$ cat src/rtl/rr_grant_ctrl.sv
// Round-robin grant controller for four requesters sharing one resource.
// Drives an external 2-bit loadable counter used as the priority pointer.
module rr_grant_ctrl #(
   parameter int unsigned MAX_HOLD = 8
) (
   input  logic       clk,
   input  logic       rst,
   input  logic [3:0] req,
   input  logic [3:0] done,
   input  logic       cfg_ld,
   input  logic [1:0] cfg_ptr,
   input  logic [1:0] ptr_val,
   input  logic       ptr_cout,
   output logic       ptr_ld,
   output logic       ptr_inc,
   output logic [1:0] ptr_ld_val,
   output logic [3:0] gnt,
   output logic [1:0] gnt_id,
   output logic       busy,
   output logic       timeout,
   output logic [7:0] rounds
);

   typedef enum logic [1:0] {IDLE, SCAN, GRANT, RELEASE} state_t;

   localparam logic [3:0] HOLD_LAST = 4'(MAX_HOLD - 1);

   state_t     state, state_nx;
   logic [3:0] hold;
   logic       grant_now;
   logic       forced;

   assign ptr_ld_val = cfg_ptr;

   always_comb begin
      state_nx  = state;
      ptr_ld    = 1'b0;
      ptr_inc   = 1'b0;
      grant_now = 1'b0;
      forced    = 1'b0;
      case (state)
         IDLE: begin
            if (cfg_ld)
               ptr_ld = 1'b1;
            else if (req != 4'b0000)
               state_nx = SCAN;
         end
         SCAN: begin
            if (req[ptr_val]) begin
               state_nx  = GRANT;
               grant_now = 1'b1;
            end else if (req == 4'b0000) begin
               state_nx = IDLE;
            end else begin
               ptr_inc = 1'b1;
            end
         end
         GRANT: begin
            // done takes precedence over expiry, so a coincident done is never a timeout
            if (done[gnt_id]) begin
               state_nx = RELEASE;
            end else if (hold == HOLD_LAST) begin
               state_nx = RELEASE;
               forced   = 1'b1;
            end
         end
         RELEASE: begin
            ptr_inc  = 1'b1;
            state_nx = (req != 4'b0000) ? SCAN : IDLE;
         end
         default: state_nx = IDLE;
      endcase
   end

   always_ff @(posedge clk or posedge rst) begin
      if (rst) begin
         state   <= IDLE;
         gnt     <= '0;
         gnt_id  <= '0;
         busy    <= 1'b0;
         timeout <= 1'b0;
         rounds  <= '0;
         hold    <= '0;
      end else begin
         state   <= state_nx;
         busy    <= (state_nx == GRANT);
         timeout <= forced;
         if (grant_now) begin
            gnt    <= 4'b0001 << ptr_val;
            gnt_id <= ptr_val;
            hold   <= '0;
         end else begin
            if (state_nx != GRANT)
               gnt <= '0;
            if (state == GRANT)
               hold <= hold + 4'd1;
         end
         if (ptr_inc && ptr_cout)
            rounds <= rounds + 8'd1;
      end
   end

endmodule
$ cat config.mk
export PLATFORM = sky130hd
export DESIGN_NAME = rr_grant_ctrl
export DESIGN_NICKNAME = d
export VERILOG_FILES = /design/src/rtl/rr_grant_ctrl.sv
export SDC_FILE = /design/constraint.sdc
export NUM_CORES = 1
export LEC_CHECK = 0
export ABC_CLOCK_PERIOD_IN_PS = 2800
export CAP_MARGIN = 15
export CORE_ASPECT_RATIO = 0.7
export CORE_MARGIN = 2
export CORE_UTILIZATION = 50
export CTS_BUF_LIST = sky130_fd_sc_hd__clkbuf_8
export CTS_CLUSTER_DIAMETER = 50
export DETAILED_ROUTE_END_ITERATION = 8
export GPL_TIMING_DRIVEN = 0
export HOLD_SLACK_MARGIN = 0.03
export PLACE_DENSITY = 0.87
export SKIP_LAST_GASP = 1
export SYNTH_ARGS = -nofsm -noshare
export SYNTH_HDL_FRONTEND = slang
export SYNTH_SLANG_ARGS = --single-unit
export TNS_END_PERCENT = 50
$ cat constraint.sdc
create_clock -name clk -period 2.8 [get_ports clk]
set_clock_uncertainty 0.15 [all_clocks]
set_input_delay 0.28 -clock clk [delete_from_list [all_inputs] [get_ports clk]]
set_output_delay 0.28 -clock clk [all_outputs]
set_load 0.005 [all_outputs]
# Word-level counts from Yosys, hierarchy flattened
# Cells that the tools add are included.
[word_totals] register_bits=22 inputBits=16 out_inout_bits=20 elab_cells=50
[op_classes] n_addsub=2 order_cmp=2 n_eq_ne=6 shift=1 mux=26 reduce_logical=6
[ops] op="4-bit 2-to-1 mux" n=4
[ops] op="1-bit 2-to-1 mux" n=12
[ops] op="2-bit 2-to-1 mux" n=6
[ops] op="8-bit by 1-bit adder with 8-bit output (second input constant)" n=1
[ops] op="2-bit case mux with 4 select lines" n=1
[ops] op="2-bit == test (second input constant)" n=3
[ops] op="2-bit by 3-bit less-than comparator with 1-bit output (second input constant)" n=2
[ops] op="4-bit by 1-bit adder with 4-bit output (second input constant)" n=1
[ops] op="1-bit binary-select mux with 2-bit select" n=2
[ops] op="4-bit by 3-bit == test with 1-bit output (second input constant)" n=1
[ops] op="4-bit zero test" n=1
[ops] op="2-bit nonzero test" n=2
[ops] op="4-bit nonzero test" n=1
[ops] op="1-bit by 2-bit left shift with 4-bit output (first input constant)" n=1
[ops] op="2-bit by 1-bit == test with 1-bit output (second input constant)" n=1
[ops] op="2-bit zero test" n=1
[ops] op="2-bit != test (second input constant)" n=1
[ops] op="1-bit case mux with 2 select lines" n=1
[ops] op="1-bit logical AND" n=1

# Logic depth before layout (Yosys ltp)
[depth] depth_word=7 ltp_mapped=5 ltp_nobuf=4

# Worst setup path after synthesis
# OpenSTA, ideal clock, no wires.
[synth_path] path_type="input port to flip-flop" start="input port ptr_val[1]" end="register rounds[1]" arrival_ns=1.419 required_time_ns=2.525 setup_slack_ns=1.106 cell_stages=4 path_cell_list="mux4_2 -> o21bai_4 -> nand2_2 -> mux2_4"
[synth_via] elab_chain_len=5
[synth_rtl] element="from (decl)" line="12" rtl="input logic [1:0] ptr_val,"
[synth_rtl] element="1-bit binary-select mux with 2-bit select" line="49" rtl="if (req[ptr_val]) begin"
[synth_rtl] element="1-bit 2-to-1 mux (implied by the code)" line="49"
[synth_rtl] element="1-bit 2-to-1 mux" line="49"
[synth_rtl] element="1-bit case mux with 2 select lines" line="41" rtl="case (state)"
[synth_rtl] element="1-bit logical AND" line="98" rtl="if (ptr_inc && ptr_cout)"
[synth_rtl] element="to (signal assigned)" line="99" rtl="rounds <= rounds + 8'd1;"
[synth_rtl] element="to (decl)" line="21" rtl="output logic [7:0] rounds"
# Every way passes these cells. The select of a mux whose other input is x is not followed.
# A chain may end at the register's enable or synchronous reset.

# Worst setup path in the final report
[layout_path] start="input port ptr_val[1]" end="output port ptr_inc"
[layout_via] elab_chain_len=4
[layout_rtl] element="1-bit binary-select mux with 2-bit select" line="49"
[layout_rtl] element="1-bit 2-to-1 mux (implied by the code)" line="49"
[layout_rtl] element="1-bit 2-to-1 mux" line="49"
[layout_rtl] element="1-bit case mux with 2 select lines" line="41"
[layout_rtl] element="to (decl)" line="15" rtl="output logic ptr_inc,"
# Every way passes these cells. The select of a mux whose other input is x is not followed.

==> impl_results.md <==
- Cells after synthesis: 92
- 1st-pass router iterations: 4
- Cell Area, Placed: 1420 µm²
- Cell variety after synth: 34
- CTS tree: done
- Final Cycle Share: 96.2%
- Main synth FF type: dfrtp_1
- Htree depth: 1
- Post-cts sizing count: 0
- Final Instance Area: 1480 µm²
- CP Capture Type: output port
- Reg2Reg Setup Slack: 1.07 ns
- Setup CP Type: primary input to output port
- Vias in the first global route: 863
- Setup ws final: 0.105 ns
- Startpoint Class: primary input
- Inserted Clock Buffers: 3
- Max_slew headroom: 44.6%
- Final hold violations: 0
- Final setup vio count: 0
- Worst R2R End: rounds[5]$_DFFE_PP0P_
- Die width: 59.1 µm
- Hold Path Class: primary input to asynchronous set/reset pin
- Io pins: 36
- Pre-CTS setup slack: 0.0183 ns
- Asr flop ratio synth: 100%
- Reg2Reg Depth: 5
- Setup TNS: 0 ns
- Final non-filler cell total: 153
- Lkg Pwr: 0.650 nW
- Share of layout cells above drive strength 1: 10.7%
- Starting Density: 54.8%
- RSZ-0062 raised after global routing: no
- Syn nets: 110
- Core Area: 1940 µm²
- Number of flops mapped to enable cells by yosys: 0
- Status: finished clean
- ANT nets after route: 0
- Seq/Total Area, Yosys: 51.9%
- Worst setup path startpoint: ptr_val[1]
- GP Congestion: 0.811
- Clock Sinks: 22
- Row count: 13
- Fin util: 76.6%
- Cells after DPL: 147
- DIE AREA: 2510 µm²
- Drt total wl: 2380 µm
- Post-DP HPWL: 1830 µm
- Via/cell ratio: 5.63
- Pwr per Cell Area: 840 nW/µm²
- Clock Tree Buf Depth: 2
- Largest net degree at the start of global routing: 23
- Syn_area_per_cell: 11.5 µm²
- Fmax: 371 MHz
- Worst EP required: 2.37 ns
- CP max FO: 5
- Initial antenna violation count: 0
- Fillers: 139
- Yosys reg bits: 22
- Antenna diode count: 0
- Syn. warnings: 0
- VDD IR max: 458 µV
- Grt ovf: 0
- Power consumption: 1.24 mW
- Total number of vias: 861
- Global-route wire length before repair: 3930 µm
- CP arrival: 2.26 ns
- Die H: 42.5 µm
- Area growth from synthesis to layout: 39.7%
- I/O Buffers: 33
- Max Cap Viol: 0
- Final min period: 2.69 ns
- Layout Nets: 151
- Clk_lat worst skew: 0.26 ns
- # DRC: 0
- WL per Instance: 15.5 µm
- Mapped cell area: 1060 µm²
- Measured slew at the worst slew-check pin: 0.823 ns
- GRT Total Usage: 21.2%
- Reg-to-Reg Start: state[0]$_DFF_PP0_
- Final slew viol count: 0
- Worst hold slack: 0.328 ns
- Initial DRC Count: 23
- CTS clk-pin slew, worst paths: 0.08 ns
- Clock root cell: clkbuf_8
==> registers in the layout, summed over array words and instances (netlist names) <==
name     flops
rounds       8
gnt          4
hold         4
gnt_id       2
state        2
busy         1
timeout      1
==> worst max path at each step <==
stage | endpoint | slack (ns) | cells past startpoint
finish | ptr_inc | 0.11 | 5
global route | ptr_inc | 0.04 | 5
CTS | ptr_inc | 0.009 | 5
detailed placement | ptr_inc | 0.02 | 5
global placement | ptr_inc | 0.06 | 5
floorplan | rounds[1]$_DFFE_PP0P_ | 1.11 | 4
==> routing by layer <==
metal,wire length [µm],global-route usage [%],share of wire [%],vias to the layer above
met3,147,5.86,6.2,6
met1,1030,26.5,43,403
met2,1140,35.3,48,44
met5,0,0,0,-
li1,-,-,-,408
met4,53,6.82,2.2,0
==> worst max-delay path, stage by stage <==
cell and delay (ns):
clkdlybuf4s50_1 0.54, mux4_2 0.59, o21bai_4 0.19, and2_1 0.15, clkdlybuf4s50_1 0.50
==> cell families (layout without fill, tap and decap cells) <==
kind of cell	after synthesis	in the layout	share of synthesized area, %
simple gates	36	36	19.3
flops	22	22	51.9
compound gates	14	14	10.4
xor+xnor	8	8	6.60
buf+inv	6	45	2.83
mux	4	4	6.60
fa+ha+maj	2	2	2.36
==> repair_timing <==
| action | 4_1_cts | 5_1_grt |
|---|---|---|
| endpoints found under the hold margin | 0 | 0 |
| endpoints found under the setup margin | 0 | 1 |
| hold buffers | 0 | 0 |
| buffers inserted | 0 | 3 |
==> synth_stat cells (all sizes together) (2+ instances only) <==
cell / count / area (µm²)
nand3: 6 / 30.0
o2bb2ai: 2 / 17.5
nand4: 2 / 12.5
inv: 2 / 7.51
a22o: 2 / 17.5
dfrtp: 22 / 551
buf: 2 / 15.0
o21ai: 4 / 20.0
clkbuf: 2 / 7.51
a21oi: 2 / 10.0
nor2: 2 / 7.51
ha: 2 / 25.0
mux4: 2 / 45.0
xnor2: 7 / 61.3
and3: 4 / 25.0
and2: 2 / 12.5
nor2b: 3 / 18.8
nand2: 10 / 40.0
==> final cells by class <==
cell class	instances	area (µm²)	area share, %
inverter	2	7.51	0.506
clock buffer	3	41.3	2.78
multi-input combinational	64	480	32.4
buffer	4	22.5	1.52
tap	22	27.5	1.86
timing repair buffer	36	353	23.8
sequential	22	551	37.1
==> power by group <==
| part | switching (mW) | total [mW] | internal [mW] |
|---|---|---|---|
| Sequential | 0.103 | 0.522 | 0.418 |
| Clock | 0.0957 | 0.192 | 0.0958 |
| Combinational | 0.219 | 0.532 | 0.312 |
| Total | 0.418 | 1.24 | 0.826 |
==> cells in the final DEF (no fill, tap or decap), types with 2 or more instances in the layout <==
| cell | count |
|---|---|
| nand3_1 | 6 |
| o21ai_1 | 2 |
| clkbuf_8 | 3 |
| nor2b_1 | 3 |
| nand2_1 | 9 |
| clkbuf_1 | 2 |
| a22o_1 | 2 |
| o21ai_0 | 2 |
| nor2_1 | 2 |
| o2bb2ai_1 | 2 |
| xnor2_1 | 7 |
| and3_1 | 4 |
| a21oi_1 | 2 |
| inv_1 | 2 |
| clkdlybuf4s50_1 | 33 |
| and2_1 | 2 |
| mux4_2 | 2 |
| dfrtp_1 | 22 |
| ha_1 | 2 |
| nand4_1 | 2 |
| buf_4 | 5 |
No activity file was read; power rests on OpenSTA's default activity.
